[config.mk]
export PLATFORM = sky130hd
export DESIGN_NAME = comparador_serial_ctrl
export DESIGN_NICKNAME = d
export VERILOG_FILES = /design/src/rtl/comparador_serial_ctrl.sv
export SDC_FILE = /design/constraint.sdc
export NUM_CORES = 1
export LEC_CHECK = 0
export ABC_AREA = 1
export ABC_CLOCK_PERIOD_IN_PS = 1400
export CAP_MARGIN = 15
export CORE_MARGIN = 2
export CORE_UTILIZATION = 35
export DETAILED_ROUTE_END_ITERATION = 10
export SYNTH_ARGS = -nofsm -noshare
export SYNTH_HDL_FRONTEND = slang
export SYNTH_SLANG_ARGS = --single-unit
[constraint.sdc]
create_clock -name clk -period 1.4 [get_ports clk]
set_input_delay 0.28 -clock clk [delete_from_list [all_inputs] [get_ports clk]]
set_output_delay 0.28 -clock clk [all_outputs]
set_load 0.05 [all_outputs]
[src/rtl/comparador_serial_ctrl.sv]
// MSB-first serial magnitude comparator with a start/busy/done handshake.
// One operand bit pair per clock; the first differing bit decides the result.
module comparador_serial_ctrl #(
  parameter int K = 5
) (
  input  logic         clk,
  input  logic         reset_n,
  input  logic         inicio,
  input  logic [K-1:0] A_valor,
  input  logic [K-1:0] B_valor,
  output logic         ocupado,
  output logic         listo,
  output logic         A_mayor,
  output logic         B_mayor,
  output logic         iguales
);
  localparam int IW = (K > 1) ? $clog2(K) : 1;

  typedef enum logic [1:0] {ESPERA = 2'd0, COMPARA = 2'd1, FIN = 2'd2} estado_t;

  estado_t         estado;
  logic [K-1:0]    regA, regB;
  logic [IW-1:0]   idx;
  logic            bit_a, bit_b;

  assign bit_a = regA[idx];
  assign bit_b = regB[idx];

  always_ff @(posedge clk or negedge reset_n) begin
    if (!reset_n) begin
      estado  <= ESPERA;
      regA    <= '0;
      regB    <= '0;
      idx     <= '0;
      ocupado <= 1'b0;
      listo   <= 1'b0;
      A_mayor <= 1'b0;
      B_mayor <= 1'b0;
      iguales <= 1'b0;
    end else begin
      case (estado)
        ESPERA: begin
          listo <= 1'b0;
          if (inicio) begin
            regA    <= A_valor;
            regB    <= B_valor;
            idx     <= IW'(K - 1);
            A_mayor <= 1'b0;
            B_mayor <= 1'b0;
            iguales <= 1'b0;
            ocupado <= 1'b1;
            estado  <= COMPARA;
          end
        end
        COMPARA: begin
          // listo is raised on the decision edge so it is high exactly during FIN
          if (bit_a != bit_b) begin
            A_mayor <= bit_a;
            B_mayor <= bit_b;
            listo   <= 1'b1;
            estado  <= FIN;
          end else if (idx == '0) begin
            iguales <= 1'b1;
            listo   <= 1'b1;
            estado  <= FIN;
          end else begin
            idx <= idx - 1'b1;
          end
        end
        FIN: begin
          listo   <= 1'b0;
          ocupado <= 1'b0;
          estado  <= ESPERA;
        end
        default: begin
          listo   <= 1'b0;
          ocupado <= 1'b0;
          estado  <= ESPERA;
        end
      endcase
    end
  end
endmodule

==> flow_summary.ini, run 1 <==
[timing]
fin_crit_ns = 1.40
setup_violations = 0
tns_ns = 0
fin_skew_ns = 0.00166
fmax_mhz = 715
rsz0062_at_grt = true
fin_crit_sh_pct = 100
worstMarginPinSlew_ns = 0.270
maxSlewViolCount = 0
final_hold_viol_count = 0
relSlewSlack_pct = 82.0

[synth]
ys_ff_latch = 20
synth_cell_types = 21
syn-num-nets = 138
synthTopCellsByArea = dfrtp_1, nand2_1, nand3_1
async_flop_share_pct = 100
ys_warn_count = 0
syn_inst = 123
synth.top_cell.area_share_pct = 49.5
synth_area_leader_cell = dfrtp_1
netlist_area_mm2 = 0.00101
synth.top_cells.by_count = nand2_1, dfrtp_1, nand3_1
synth-edff-count = 0
yosysSeqAreaShare_pct = 49.5
yosysMostFrequentCell = nand2_1
yosys_most_used_dff = dfrtp_1
syn_avg_cell_area_um2 = 8.22

[clock_network]
cts.reportedPaths.clkPinSlew_ns = 0.11
clk_root_buffer_cell = clkbuf_4
cts_max_level = 1
cts_sinks = 20
cts_buffer_depth = 2
cts_buffers = 3
insertion_delay_ns = 0.30
cts_tree = done

[detailed_routing]
drt-pass1-iter-count = 4
drc = 0
avgRoutedWirePerCell_um = 12.0
vias_per_cell = 4.80
wirelength_um = 2180
first_iter_violations = 8
num_vias = 869
drtAntennaViolNets = 0

[place]
placed_area_mm2 = 0.00133
gp_congestion = 0.827
port_buffers = 17
dp_hpwl_um = 1580
dp_cells = 176

[grt]
grt_pass1_wl_um = 3640
antenna_found_initial = 0
grt_pass1_vias = 831
grtUsageTotal_pct = 14.1
grt_max_degree = 21
gr-total-overflow = 0

[flow_run]
cap_violations = 0

[die]
pin_count = 18
die_h_um = 57.7
coreArea_mm2 = 0.00276
die_area_mm2 = 0.00333
initial_utilization_pct = 36.7
fp-row-count = 19
die-width_um = 57.7

[critical_path]
crit_type = flop to flop
endpoint_kind = flop
cp.arrival_ns = 1.61
path_max_fanout = 5
required_ns = 1.61
critPathLaunchType = flop

[final_layout]
nets = 167
fin_util_pct = 51.5
nFillCells = 266
drive_gt1_share_pct = 32.0
instances_no_fill = 181
area_growth_pct = 40.5
finish.instance_area_mm2 = 0.00142
n_antenna_cell = 0

[power_and_ir_drop]
peakVddDrop_mv = 1.40
power_w = 0.00326
power_density_mw_per_mm2 = 2290
p_leak_nw = 0.698

[status]
status = finished, final reports clean

[hold_path]
hp-class = input pin to asynchronous set/reset pin
metrics by stage:
| stage | hold slack, ns | worst slack [ns] |
|---|---|---|
| floorplan | -0.0156 | 0.0252 |
| finish | 0.300 | 0.000427 |
| detailed placement | 0.470 | -0.0145 |
| global placement | 0.474 | 0.0187 |
| CTS | 0.309 | -0.0142 |
| global route | 0.320 | -0.101 |
path summary, 6_finish.rpt:
| kind | startpoint | endpoint | slack (ns) | depth (start not counted) |
|---|---|---|---|---|
| max | idx[0] | idx[2] | 0.0004 | 11 |
| min | reset_n | A_mayor | 0.30 | 2 |
| max reg2reg | idx[0] | idx[2] | 0.0004 | 11 |
| min reg2reg | regB[3] | regB[3] | 0.51 | 2 |
| max in group asynchronous | reset_n | idx[1] | 0.87 | 2 |
| min in group clk | A_valor[4] | regA[4] | 0.49 | 3 |
sequential cells by signal, indices dropped and copies added, names as in the netlist:
signal and flops:
estado 2, A_mayor 1, iguales 1, regB 5, regA 5, B_mayor 1
ocupado 1, idx 3, listo 1
worst max-delay path, stage by stage (launching register included):
cell and delay, ns:
dfrtp_2 0.48, buf_6 0.14, nand2_2 0.07, nand3_2 0.08, nand2_1 0.07, nand2_1 0.06, nand2_2 0.10, nand2_2 0.07
nand3_4 0.08, nand2_2 0.06, nand2_1 0.05, nand2_1 0.05
routing by layer:
| layer | vias to the layer above | GRT usage (%) | routed length, um |
|---|---|---|---|
| met5 | - | 0 | 0 |
| met4 | 0 | 5.98 | 35 |
| met3 | 4 | 2.01 | 50 |
| met2 | 11 | 23.7 | 1110 |
| met1 | 411 | 18.3 | 982 |
| li1 | 443 | - | - |
where the power goes:
group / switching, W / internal, W
registers: 0.000219 / 0.000835
clock network: 0.000180 / 0.000101
logic: 0.00111 / 0.000816
total: 0.00151 / 0.00175
logic make-up (layout without fill, tap and decap cells):
logic type / after synthesis / in the layout / share of synthesized area [%]
simple gates: 75 / 75 / 36.0
fa+ha+maj: 2 / 2 / 2.47
compound gates: 11 / 11 / 6.19
buf+inv: 15 / 42 / 5.82
flops: 20 / 20 / 49.5
cells in the final DEF (no fill, tap or decap):
master / n
nand3b_1: 1
o211ai_1: 2
buf_4: 6
clkinv_4: 1
nor2_2: 2
nand2_4: 1
o21ai_0: 2
o21a_1: 1
o21ai_1: 4
a21oi_1: 2
inv_4: 1
nand2_1: 40
buf_12: 6
nand3_1: 10
nand3_2: 6
nor2_4: 2
ha_1: 2
dfrtp_2: 2
nand3_4: 1
nand2_2: 11
nor2_1: 1
buf_6: 2
dfrtp_1: 18
clkbuf_4: 3
inv_2: 4
inv_1: 7
clkdlybuf4s50_1: 12
area by class of cell:
class | count | area [um^2] | area share (%)
multi-input cells | 88 | 492 | 34.6
well taps | 31 | 38.8 | 2.73
clock buffers | 3 | 22.5 | 1.59
flip-flops and latches | 20 | 503 | 35.4
inverters | 13 | 56.3 | 3.96
repair buffers | 26 | 308 | 21.7
repair_timing:
| item | CTS | global route |
|---|---|---|
| setup buffers | 1 | 1 |
| hold buffers | 0 | 0 |
| resized for setup | 3 | 15 |
| pin swaps | 3 | 6 |
| gates cloned | 0 | 0 |
| endpoints found under the setup margin | 8 | 8 |
(Power assumes the default switching activity.)
==> run 2: changes to the inputs <==
Settings changed: SKIP_LAST_GASP from default to 1.
==> run 2 against run 1 <==
  * Die area unchanged
  * Global-route usage unchanged
  * Critical path depth stayed put
  * Clock skew did not move
  * Via count unchanged
  * Sequential share of layout area unchanged
  * Sequential power about the same
  * Sequential cell count unchanged
  * Register-to-register slack about the same
  * Worst hold slack unchanged
  * Largest power group unchanged
==> flow_summary.ini, run 2 (synthesis gave the netlist of run 1 again) <==
[detailed_routing]
route.top_layer_used = met4
num_vias = 869
avgRoutedWirePerCell_um = 12.0
wl_met2_um = 1110
drt-pass1-iter-count = 4
met1_length_um = 982
wl_met3_um = 50
first_iter_violations = 8
drtAntennaViolNets = 0
vias_per_cell = 4.80
wirelength_um = 2180
drc = 0

[grt]
grt_pass1_wl_um = 3640
gr-total-overflow = 0
grtUsageTotal_pct = 14.1
antenna_found_initial = 0
grt_max_degree = 21
grt_pass1_vias = 833

[die]
coreArea_mm2 = 0.00276
pin_count = 18
initial_utilization_pct = 36.7
fp-row-count = 19
die_h_um = 57.7
die_area_mm2 = 0.00333
die-width_um = 57.7

[critical_path]
critPathBufInv = 1
slowest_stage = dfrtp_2
reg2reg_from = idx[0]
endpoint_kind = flop
critPathLaunchType = flop
crit_family = simple AND/OR/NAND/NOR gates
cp.arrival_ns = 1.61
path_cells = buf_6 > nand2_2 > nand3_2 > nand2_1 > nand2_1 > nand2_2 > nand2_2 > nand3_4 > nand2_2 > nand2_1 > nand2_1
crit_type = flop to flop
regToRegSetupSlack_ns = 0.0004
reg2reg_depth = 11
path_max_fanout = 5
required_ns = 1.61
r2r_end = idx[2]
cpPeakStageDelay_ns = 0.48

[power_and_ir_drop]
p_leak_nw = 0.698
peakVddDrop_mv = 1.40
power_density_mw_per_mm2 = 2290
power_w = 0.00326

[clock_network]
cts_tree = done
cts_sinks = 20
cts_buffers = 3
clk_root_buffer_cell = clkbuf_4
cts_max_level = 1
cts.reportedPaths.clkPinSlew_ns = 0.11
cts_buffer_depth = 2
hold_buffers = 0
insertion_delay_ns = 0.30

[final_layout]
most-common-layout-cells = nand2_1, dfrtp_1, clkdlybuf4s50_1
multi_input_area_um2 = 492
n_antenna_cell = 0
nets = 167
instances_no_fill = 181
drive_gt1_share_pct = 32.0
final_common_cell = nand2_1
top_regs = regA x5, regB x5, idx x3
seq_area_um2 = 503
nFillCells = 266
area_growth_pct = 40.5
finish.instance_area_mm2 = 0.00142

[place]
dp_hpwl_um = 1580
dp_slack_ns = -0.0145
gp_congestion = 0.827
placed_area_mm2 = 0.00133
port_buffers = 17
dp_cells = 176

[timing]
fin_skew_ns = 0.00166
relSlewSlack_pct = 82.0
fin_crit_ns = 1.40
final_hold_viol_count = 0
fin_crit_sh_pct = 100
setup_violations = 0
fmax_mhz = 715
maxSlewViolCount = 0
fin_ws_ns = 0.000427
rsz0062_at_grt = true
worstMarginPinSlew_ns = 0.270

[hold_path]
hp-class = input pin to asynchronous set/reset pin

[status]
status = finished, final reports clean

[flow_run]
cap_violations = 0
==> run 2: report_power, final <==
group	switching, W	internal, W
logic	0.00111	0.000816
registers	0.000219	0.000835
clock network	0.000180	0.000101
==> run 2: worst reg2reg max path, delay by kind of cell, from the launching register on <==
family,cells,cell delay [ns]
flops,1,0.48
buf+inv,1,0.14
simple gates,10,0.69
==> run 2: layout make-up <==
cell class	count	share of cell area [%]
inverter	13	3.96
sequential	20	35.4
tap	31	2.73
timing repair buffer	26	21.7
multi-input combinational	88	34.6
clock buffer	3	1.59
==> run 2: worst max-delay path by stage <==
stage / to / startpoint / cells past startpoint / slack [ns]
after global routing: idx[2] / idx[0] / 11 / -0.10
after detailed placement: listo / idx[0] / 9 / -0.01
after CTS: listo / idx[0] / 9 / -0.01
after global placement: listo / idx[0] / 7 / 0.02
final: idx[2] / idx[0] / 11 / 0.0004
after floorplan: listo / idx[0] / 7 / 0.03
==> run 2: metal layers <==
layer	global-route usage [%]	vias to the layer above
li1	-	443
met1	18.3	411
met2	23.7	11
met4	5.98	0
met5	0	-
met3	2.01	4
==> run 2: through the flow <==
stage | hold slack (ns) | setup TNS [ns] | utilization, %
finish | 0.300 | 0 | 51.5
detailed placement | 0.470 | -0.0257 | 48.2
global placement | 0.474 | 0 | 48.2
floorplan | -0.0156 | 0 | -
global route | 0.320 | -0.579 | 51.5
CTS | 0.309 | -0.0142 | 49.6
==> run 2: repair_timing <==
action                     CTS  global route
setup endpoints to repair    8             8
setup buffers                1             1
resized for setup            3            15
pin swaps                    3             6
==> run 3: changes to the inputs <==
Settings changed: CTS_CLUSTER_DIAMETER from default to 120.
==> results of run 3 <==
No change in the layout: final DEF, timing and power equal those of run 2.
